File: src/rtl/gray_switch_conditioner.sv
// gray_switch_conditioner
//   Conditions the four raw Gray-coded slide switches before the Gray-to-binary
//   decoder. Each pin is synchronised, and the 4-bit word is debounced as a
//   whole. A new word is committed only after DB_CYCLES consecutive identical
//   synchronised samples.
//
//   Build option: define GRAY_STEP_CHECK_EN to flag committed updates that
//   moved more than one switch at once. The flag is step_err. When the option
//   is not defined, step_err is tied low.
//
// Parameters
//   SYNC_STAGES  synchroniser depth per bit (2..4)
//   DB_CYCLES    identical samples needed to commit a word (>= 2)
//
// Ports
//   clk       system clock
//   rst_n     asynchronous active-low reset
//   ag..dg    raw switch pins, ag is the MSB
//   gray_q    committed Gray word {ag,bg,cg,dg}
//   upd       one-cycle pulse when gray_q takes a new, different value
//   stable    high once the first post-reset word has been committed
//   step_err  one-cycle pulse with upd on a multi-bit Gray jump
//
// State    | meaning
// ---------+--------------------------------------------------------------
// SETTLE   | after reset: wait for the first stable word, no upd pulse
// STABLE   | gray_q matches the synchronised input, idle
// COUNT    | input differs from gray_q: timing the candidate word
module gray_switch_conditioner #(
  parameter int SYNC_STAGES = 2,
  parameter int DB_CYCLES   = 270000
) (
  input  logic       clk,
  input  logic       rst_n,
  input  logic       ag,
  input  logic       bg,
  input  logic       cg,
  input  logic       dg,
  output logic [3:0] gray_q,
  output logic       upd,
  output logic       stable,
  output logic       step_err
);

  localparam int CNT_W = $clog2(DB_CYCLES + 1);
  localparam logic [CNT_W-1:0] CNT_LAST = CNT_W'(DB_CYCLES - 1);
  localparam logic [CNT_W-1:0] CNT_ONE  = CNT_W'(1);

  typedef enum logic [1:0] {
    SETTLE = 2'd0,
    STABLE = 2'd1,
    COUNT  = 2'd2
  } state_t;

  state_t           state;
  logic [3:0]       sync_q [SYNC_STAGES];
  logic [3:0]       s_word;
  logic [3:0]       cand;
  logic [CNT_W-1:0] cnt;

  // Synchroniser chain. Only s_word, the last stage, feeds any logic.
  always_ff @(posedge clk or negedge rst_n) begin
    if (!rst_n) begin
      for (int i = 0; i < SYNC_STAGES; i++) sync_q[i] <= 4'b0000;
    end else begin
      sync_q[0] <= {ag, bg, cg, dg};
      for (int i = 1; i < SYNC_STAGES; i++) sync_q[i] <= sync_q[i-1];
    end
  end

  assign s_word = sync_q[SYNC_STAGES-1];

`ifdef GRAY_STEP_CHECK_EN
  function automatic logic multi_bit(input logic [3:0] d);
    return $countones(d) > 1;
  endfunction
`endif

  always_ff @(posedge clk or negedge rst_n) begin
    if (!rst_n) begin
      state  <= SETTLE;
      cand   <= 4'b0000;
      cnt    <= '0;
      gray_q <= 4'b0000;
      upd    <= 1'b0;
      stable <= 1'b0;
`ifdef GRAY_STEP_CHECK_EN
      step_err <= 1'b0;
`endif
    end else begin
      upd <= 1'b0;
`ifdef GRAY_STEP_CHECK_EN
      step_err <= 1'b0;
`endif
      case (state)
        SETTLE: begin
          if (s_word != cand) begin
            cand <= s_word;
            cnt  <= CNT_ONE;
          end else if (cnt == CNT_LAST) begin
            gray_q <= cand;
            stable <= 1'b1;
            state  <= STABLE;
          end else begin
            cnt <= cnt + CNT_ONE;
          end
        end
        STABLE: begin
          if (s_word != gray_q) begin
            cand  <= s_word;
            cnt   <= CNT_ONE;
            state <= COUNT;
          end
        end
        COUNT: begin
          if (s_word != cand) begin
            cand <= s_word;
            cnt  <= CNT_ONE;
          end else if (cnt == CNT_LAST) begin
            gray_q <= cand;
            state  <= STABLE;
            // A candidate that settled back on gray_q was a rejected glitch.
            if (cand != gray_q) begin
              upd <= 1'b1;
`ifdef GRAY_STEP_CHECK_EN
              step_err <= multi_bit(cand ^ gray_q);
`endif
            end
          end else begin
            cnt <= cnt + CNT_ONE;
          end
        end
        default: state <= SETTLE;
      endcase
    end
  end

`ifndef GRAY_STEP_CHECK_EN
  assign step_err = 1'b0;
`endif

endmodule
File: config.mk
export PLATFORM = sky130hd
export DESIGN_NAME = gray_switch_conditioner
export DESIGN_NICKNAME = d
export VERILOG_FILES = /design/src/rtl/gray_switch_conditioner.sv
export SDC_FILE = /design/constraint.sdc
export NUM_CORES = 1
export LEC_CHECK = 0
export CAP_MARGIN = 20
export CELL_PAD_IN_SITES_DETAIL_PLACEMENT = 0
export CELL_PAD_IN_SITES_GLOBAL_PLACEMENT = 1
export CORE_MARGIN = 2
export CORE_UTILIZATION = 30
export DETAILED_ROUTE_END_ITERATION = 16
export GPL_ROUTABILITY_DRIVEN = 0
export PLACE_DENSITY_LB_ADDON = 0.1
export SYNTH_ARGS = -nofsm -noshare
export SYNTH_HDL_FRONTEND = slang
export SYNTH_SLANG_ARGS = --single-unit
File: constraint.sdc
create_clock -name clk -period 3.45 [get_ports clk]
set_input_delay 0.5175 -clock clk [delete_from_list [all_inputs] [get_ports clk]]
set_output_delay 0.5175 -clock clk [all_outputs]
set_load 0.05 [all_outputs]
Word level (Yosys, flattened, before mapping)
Index checks and enable logic that the tools add are counted.

Bits in registers: 39. Input port bits: 6. Output and inout bits: 7.

Add/sub/neg operators: 1. Equality and inequality tests: 11. Multiplexer cells: 15. Bitwise logic cells: 1. Reduce and logical (&&, ||, !) cells: 8.

Operators with widths (number): 2-to-1 mux 19 bit (3); case mux 19 bit (2 select lines) (1); adder 19 x 1 -> 19 bit, second input constant (1); equality test 19 bit, second input constant (1); AND reduction 3 bit (5); != test 4 bit (3); 2-to-1 mux 4 bit (2); case mux 4 bit (2 select lines) (1); 2-to-1 mux 2 bit (3); 2-to-1 mux 1 bit (4); != test 2 x 1 -> 1 bit, second input constant (2); != test 2 bit, second input constant (2); case mux 2 bit (2 select lines) (1); != test 3 bit, second input constant (1); equality test 2 x 1 -> 1 bit, second input constant (1); equality test 2 bit, second input constant (1); logical NOT 2 bit (1); nonzero test 2 bit (1); OR reduction 2 bit (1); inverter 1 bit (1).

Logic depth before layout (Yosys ltp)
Gate-level depths: netlist of the first run.

Depth after elaboration: 5. Mapped depth: 7.

Least setup slack after synthesis of the first run
Ideal clock, no wire load.

Path type: reg2reg. Start point: reg gray_q[3]. End point: reg cnt[7]. Setup time: 103 ps. Data arrival time: 1774 ps. Path slack: 1572 ps. Cell stages (with the launch flop): 7. Cell sequence: dfrtp_1 -> xor2_1 -> nor4_2 -> o21a_1 -> buf_2 -> o21ai_0 -> o41ai_2.

Longest elaborated chain between the ends: 3.

RTL lines: from (decl) (RTL line 39) `output logic [3:0] gray_q,`; from (signal assigned) (RTL line 101) `gray_q <= cand;`; from (signal assigned) (RTL line 120) `gray_q <= cand;`; != test 4 bit (RTL line 109) `if (s_word != gray_q) begin`; != test 2 bit (no source line); AND reduction 3 bit (no source line); to (signal assigned) (RTL line 105) `cnt <= cnt + CNT_ONE;`; to (signal assigned) (RTL line 130) `cnt <= cnt + CNT_ONE;`; to (decl) (RTL line 59) `logic [CNT_W-1:0] cnt;`.

Every way passes these cells. A chain may end at the register's enable or synchronous reset.

Worst setup path in the final report of the first run
Start point: reg sync_q (netlist bit s_word[1]). End point: reg cnt[18].

Longest elaborated chain between the ends: 3. Elaborated cells between the ends (all ways): 7. Classes of those cells: 4 x eq/ne; 2 x mux; 1 x reduce/logical.

RTL lines: from (decl) (RTL line 56) `logic [3:0] sync_q [SYNC_STAGES];`; != test 4 bit (on tied branches) (RTL line 97, 116, 109); != test 3 bit (no source line) (tied with other cells); AND reduction 3 bit (no source line) / case mux 19 bit (2 select lines) (equally long branches).

Several ways; a longest one is shown, not always the timed one.

==> flow_summary.json, run 1 <==
{
  "grt_pass1_vias": 1435,
  "ys_types": 46,
  "power.leakage_nw": 0.966,
  "drtAntennaViolNets": 0,
  "peakVddDrop_uv": 162,
  "period_share": 0.607,
  "cts_buffers": 5,
  "finalSetupViolations": 0,
  "cts_tree": "done",
  "yosys_register_bits": 39,
  "path_delay_family": "simple AND/OR/NAND/NOR gates",
  "clk_pin_slew_ps": 90,
  "diodes": 0,
  "viasPerCell": 5.23,
  "area_delta_synth_final_pct": 12.8,
  "syn-cell-area_um2": 1990,
  "relSlewSlack": 0.401,
  "fmax_mhz": 478,
  "fin_ws_ps": 1360,
  "drive_above_1_share": 0.0777,
  "place_ws_ps": 1340,
  "internal-power_uw": 709,
  "async_flop_share": 1.00,
  "synth_compound_area_frac": 0.146,
  "period_needed_ps": 2090,
  "die_y_um": 85.5,
  "syn_area_per_cell_um2": 10.2,
  "vias": 1480,
  "hp-class": "in -> async",
  "synth.net_count": 204,
  "p_total_uw": 934,
  "grt_pass1_wl_um": 7480,
  "swShare": 0.241,
  "slew_viol_final": 0,
  "synth_cells": 196,
  "wirelength_um": 4430,
  "wl_per_cell_um": 15.7,
  "cts_buffer_depth": 2,
  "hold_buffers": 0,
  "grt_usage": 0.132,
  "drv_cap": 0,
  "ys.flop_type": "dfrtp_1",
  "final_area_um2": 2250,
  "rows": 29,
  "arrival_ps": 2320,
  "pwr-share-seq": 0.520,
  "cts_root_buffer": "clkbuf_8",
  "slowest_stage": "or2_1",
  "status": "complete, no violations",
  "synthAdderAreaFrac": 0.0126,
  "synth_mux_area_frac": 0.0277,
  "io_buffers": 11,
  "synth_top_area_cell": "dfrtp_1",
  "synth_top_family_by_area": "simple AND/OR/NAND/NOR gates",
  "floorplan.initialDensity": 0.312,
  "combPwrFrac": 0.058,
  "htree_levels": 2,
  "ys_seq_area_frac": 0.490,
  "clk_latency_ps": 290,
  "hpwl_um": 3020,
  "cp-start-kind": "flop",
  "power.density_nw_per_um2": 416,
  "critPathCaptureType": "flop",
  "cts.sinks": 39,
  "dieArea_um2": 7300,
  "synthTopCellsByArea": "dfrtp_1, nand2_1, o21ai_0",
  "die-width_um": 85.5,
  "final_nets": 213,
  "antenna_found_initial": 0,
  "drtIter0Drc": 86,
  "ys_warn_count": 0,
  "whs_ps": 333,
  "synthXorXnorAreaFrac": 0.0528,
  "grt_start_max_net_pins": 40,
  "synth_edf_count": 0,
  "tightest_slew_ps": 899,
  "core-area_um2": 6390,
  "pin_count": 13,
  "overflow": 0,
  "drtPass1Iterations": 4,
  "cts_setup_buffers": 0,
  "path_buf_inv": 0,
  "synth_top_area_frac": 0.490,
  "crit_path_max_fanout": 17,
  "switching_power_uw": 225,
  "fin_skew_ps": 7.50,
  "dpl_cell_area_um2": 2130,
  "setup_tns_ps": 0,
  "drc_errors": 0,
  "final_hold_viol_count": 0,
  "path_class": "reg -> reg",
  "grt_setup_unrepaired": "no",
  "yosys.area_share.simple": 0.220,
  "cp_data_required_time_ps": 3670,
  "p_clk_frac": 0.422,
  "cts_resized": 0,
  "cp_slowest_stage_delay_ps": 550,
  "crit_chain": "xnor2_1 > nand4_2 > or2_1 > or4_1 > nand3_1"
}
==> per-layer routing <==
layer | global-route usage | share of wire | vias to the layer above
met3 | 0.0302 | 0.031 | 2
met4 | 0.0346 | 0.0054 | 0
li1 | - | - | 729
met5 | 0 | 0 | -
met1 | 0.198 | 0.52 | 728
met2 | 0.189 | 0.44 | 21
==> registers in the layout (all words and copies together) (netlist names) <==
| register | flops |
|---|---|
| cnt | 19 |
| cand | 4 |
| gray_q | 4 |
| s_word | 4 |
| sync_q | 4 |
| state | 2 |
| stable | 1 |
| upd | 1 |
==> cell type report <==
cell class                      instances  area (um^2)
Fill cell                             670         4140
Sequential cell                        39          976
Multi-Input combinational cell        141          918
Timing Repair Buffer                   13          120
Tap cell                               77         96.3
Clock buffer                            5         68.8
Clock inverter                          3         47.5
Inverter                                5         18.8
==> placed cells by master (no fill, tap or decap), drive strengths merged, types with 2 or more instances in the layout <==
cell / count
nor3b: 2
or2: 2
a31oi: 5
a41oi: 2
o21a: 2
and3: 5
nor2: 5
buf: 3
xnor2: 4
dfrtp: 39
a21o: 3
nor4: 3
nand2: 22
inv: 6
ha: 2
mux2: 4
o22ai: 2
a21oi: 12
nor4b: 2
clkdlybuf4s50: 10
or3: 4
clkbuf: 5
xor2: 8
and4: 6
nand2b: 2
nand3: 8
nand4: 6
nor3: 5
o21ai: 15
==> final timing paths <==
path                                          start                  end  slack (ps)  cells after the start
worst max-delay path            s_word[1]$_DFF_PN0_  cnt[18]$_DFFE_PN0P_        1360                      5
worst min-delay path                          rst_n        upd$_DFF_PN0_         330                      1
worst max register to register  s_word[1]$_DFF_PN0_  cnt[18]$_DFFE_PN0P_        1360                      5
worst min register to register  sync_q[7]$_DFF_PN0_  s_word[3]$_DFF_PN0_         360                      0
max in group asynchronous                     rst_n   cnt[7]$_DFFE_PN0P_        2540                      1
min in group clk                sync_q[7]$_DFF_PN0_  s_word[3]$_DFF_PN0_         360                      0
==> synth_stat cells, types with 3 or more instances <==
cell type / instances
buf_2: 4
nand3_1: 7
a21o_1: 3
mux2_1: 4
a21oi_1: 12
nor2_1: 4
nand4_1: 5
xor2_1: 8
nor3_1: 5
dfrtp_1: 39
xnor2_1: 4
nand2_1: 22
and4_1: 6
a31oi_1: 5
buf_6: 3
inv_1: 5
and3_1: 5
or3_1: 4
o21ai_0: 14
==> through the flow <==
| step | std cells | util |
|---|---|---|
| 2_1_floorplan | 196 | - |
| 3_3_place_gp | 275 | 0.333 |
| 3_5_place_dp | 275 | 0.333 |
| 4_1_cts | 283 | 0.352 |
| 5_1_grt | 283 | 0.352 |
| 6_report | 283 | 0.352 |
==> cells by family after synthesis <==
group / Yosys count
compound gates: 47
xor+xnor: 12
fa+ha+maj: 2
buf+inv: 16
flops: 39
mux: 5
other cells: 1
simple gates: 74
==> power by group through the flow <==
stage                     Combinational [mW]  Sequential (mW)  Clock (mW)
final                                 0.0544            0.486       0.394
after global routing                  0.0624            0.489       0.438
after CTS                             0.0559            0.486       0.411
after detailed placement              0.0558            0.495           0
after global placement                0.0555            0.495           0
after floorplan                       0.0365            0.491           0
(Power assumes the default switching activity.)
==> run 2, diff against run 1 <==
clock period = 1.85 ns   (was 3.45 ns; I/O delays follow)
==> flow_summary.json, run 2 (synthesized netlist as in run 1, its figures left out) <==
{
  "hpwl_um": 3690,
  "cts_buffer_depth": 2,
  "hold_buffers": 0,
  "relSlewSlack": 0.465,
  "floorplan.initialDensity": 0.312,
  "peakVddDrop_uv": 422,
  "diodes": 0,
  "viasPerCell": 5.23,
  "grt_start_max_net_pins": 35,
  "area_delta_synth_final_pct": 33.2,
  "crit_chain": "nor4b_1 > nand4_1 > or2_4 > nor2_8 > mux2_1",
  "clk_pin_slew_ps": 80,
  "pin_count": 13,
  "tightest_slew_ps": 803,
  "power.leakage_nw": 1.21,
  "antenna_found_initial": 0,
  "fin_cells": 327,
  "drc_errors": 0,
  "drive_above_1_share": 0.324,
  "largest_register_ffs": 19,
  "slowest_stage": "dfrtp_1",
  "rows": 29,
  "path_class": "reg -> reg",
  "cts_buffers": 5,
  "drtIter0Drc": 91,
  "largest_register": "cnt",
  "drv_cap": 0,
  "hp-class": "in -> async",
  "status": "complete, no violations",
  "r2r-end": "gray_q[0]$_DFFE_PN0P_",
  "p_total_mw": 1.66,
  "io_buffers": 11,
  "drtAntennaViolNets": 0,
  "die-width_um": 85.5,
  "period_needed_ps": 1780,
  "reg2reg_from": "cnt[17]$_DFFE_PN0P_",
  "vias": 1709,
  "fin_skew_ps": 5.72,
  "die_y_um": 85.5,
  "grt_pass1_wl_um": 8450,
  "core-area_um2": 6390,
  "clk_latency_ps": 290,
  "overflow": 0,
  "path_buf_inv": 0,
  "fmax_mhz": 563,
  "wirelength_um": 4950,
  "final_cell_mix": "buf_4, dfrtp_1, nand2_1",
  "final_common_cell": "buf_4",
  "slew_viol_final": 0,
  "period_share": 0.960,
  "cp.depth": 5,
  "wl_per_cell_um": 15.1,
  "crit_path_max_fanout": 4,
  "setup_tns_ps": 0,
  "r2r_setup_slack_ps": 70,
  "cts_root_buffer": "clkbuf_8",
  "drtPass1Iterations": 4,
  "path_delay_family": "simple AND/OR/NAND/NOR gates",
  "cp_data_required_time_ps": 2030,
  "dieArea_um2": 7300,
  "cp_slowest_stage_delay_ps": 390,
  "grt_setup_unrepaired": "yes",
  "rr_worst_depth": 5,
  "finalSetupViolations": 0,
  "power.density_nw_per_um2": 625,
  "cp-start-kind": "flop",
  "place_inst": 316,
  "cts_tree": "done",
  "final_hold_viol_count": 0,
  "final_nets": 257,
  "htree_levels": 2,
  "critPathCaptureType": "flop",
  "cts.sinks": 39,
  "grt_usage": 0.149,
  "grt_pass1_vias": 1722,
  "arrival_ps": 1960
}
==> run 2: cell types whose count changed in the layout (fill, tap and decap cells not counted), sizes merged <==
cell,delta
bufinv,-1
buf,+48
clkdlybuf4s50,-4
inv,-1
clkinv,+1
clkinvlp,+1
==> run 2: worst max-delay path by stage <==
stage,startpoint,to,slack (ps)
6_report,cnt[17]$_DFFE_PN0P_,gray_q[0]$_DFFE_PN0P_,70
5_1_grt,s_word[0]$_DFF_PN0_,cnt[9]$_DFFE_PN0P_,-8
4_1_cts,cnt[1]$_DFFE_PN0P_,gray_q[0]$_DFFE_PN0P_,8
3_5_place_dp,cnt[15]$_DFFE_PN0P_,gray_q[0]$_DFFE_PN0P_,-90
3_3_place_gp,s_word[1]$_DFF_PN0_,cnt[0]$_DFFE_PN0P_,-60
2_1_floorplan,gray_q[1]$_DFFE_PN0P_,cnt[7]$_DFFE_PN0P_,30
==> run 2: stage by stage <==
stage                     hold slack [ps]  cell area [um^2]   util  worst slack (ps)
after floorplan                     -18.1              1990      -              28.9
after global placement                332              2430  0.380             -63.8
after detailed placement              338              2430  0.380             -85.1
after CTS                            93.4              2540  0.398              8.14
after global routing                  130              2650  0.415             -7.65
final                                63.3              2650  0.415              73.6
==> run 2: report_power, final <==
group	internal [mW]	total [mW]	switching (mW)
Combinational	0.0767	0.162	0.0854
Clock	0.269	0.592	0.323
Sequential	0.876	0.904	0.0277
Total	1.22	1.66	0.436
==> run 2: final cells by class <==
class / count / area, um^2
inverter: 5 / 18.8
clock inverter: 3 / 25.0
tap: 77 / 96.3
multi-input combinational: 141 / 1010
timing repair buffer: 57 / 455
fill: 645 / 3730
clock buffer: 5 / 68.8
sequential: 39 / 980
==> run 2: per-layer routing <==
| layer | track usage | routed length [um] | vias to the layer above | part of all wire |
|---|---|---|---|---|
| met2 | 0.231 | 2290 | 27 | 0.46 |
| met1 | 0.204 | 2420 | 857 | 0.49 |
| li1 | - | - | 821 | - |
| met3 | 0.0331 | 181 | 4 | 0.037 |
| met5 | 0 | 0 | - | 0 |
| met4 | 0.0592 | 55 | 0 | 0.011 |
==> run 2: timing repair <==
item,in CTS,in global routing
gates cloned,0,0
gates resized for setup,4,21
pin swaps,0,10
buffers inserted,0,3
endpoints found under the setup margin,9,21
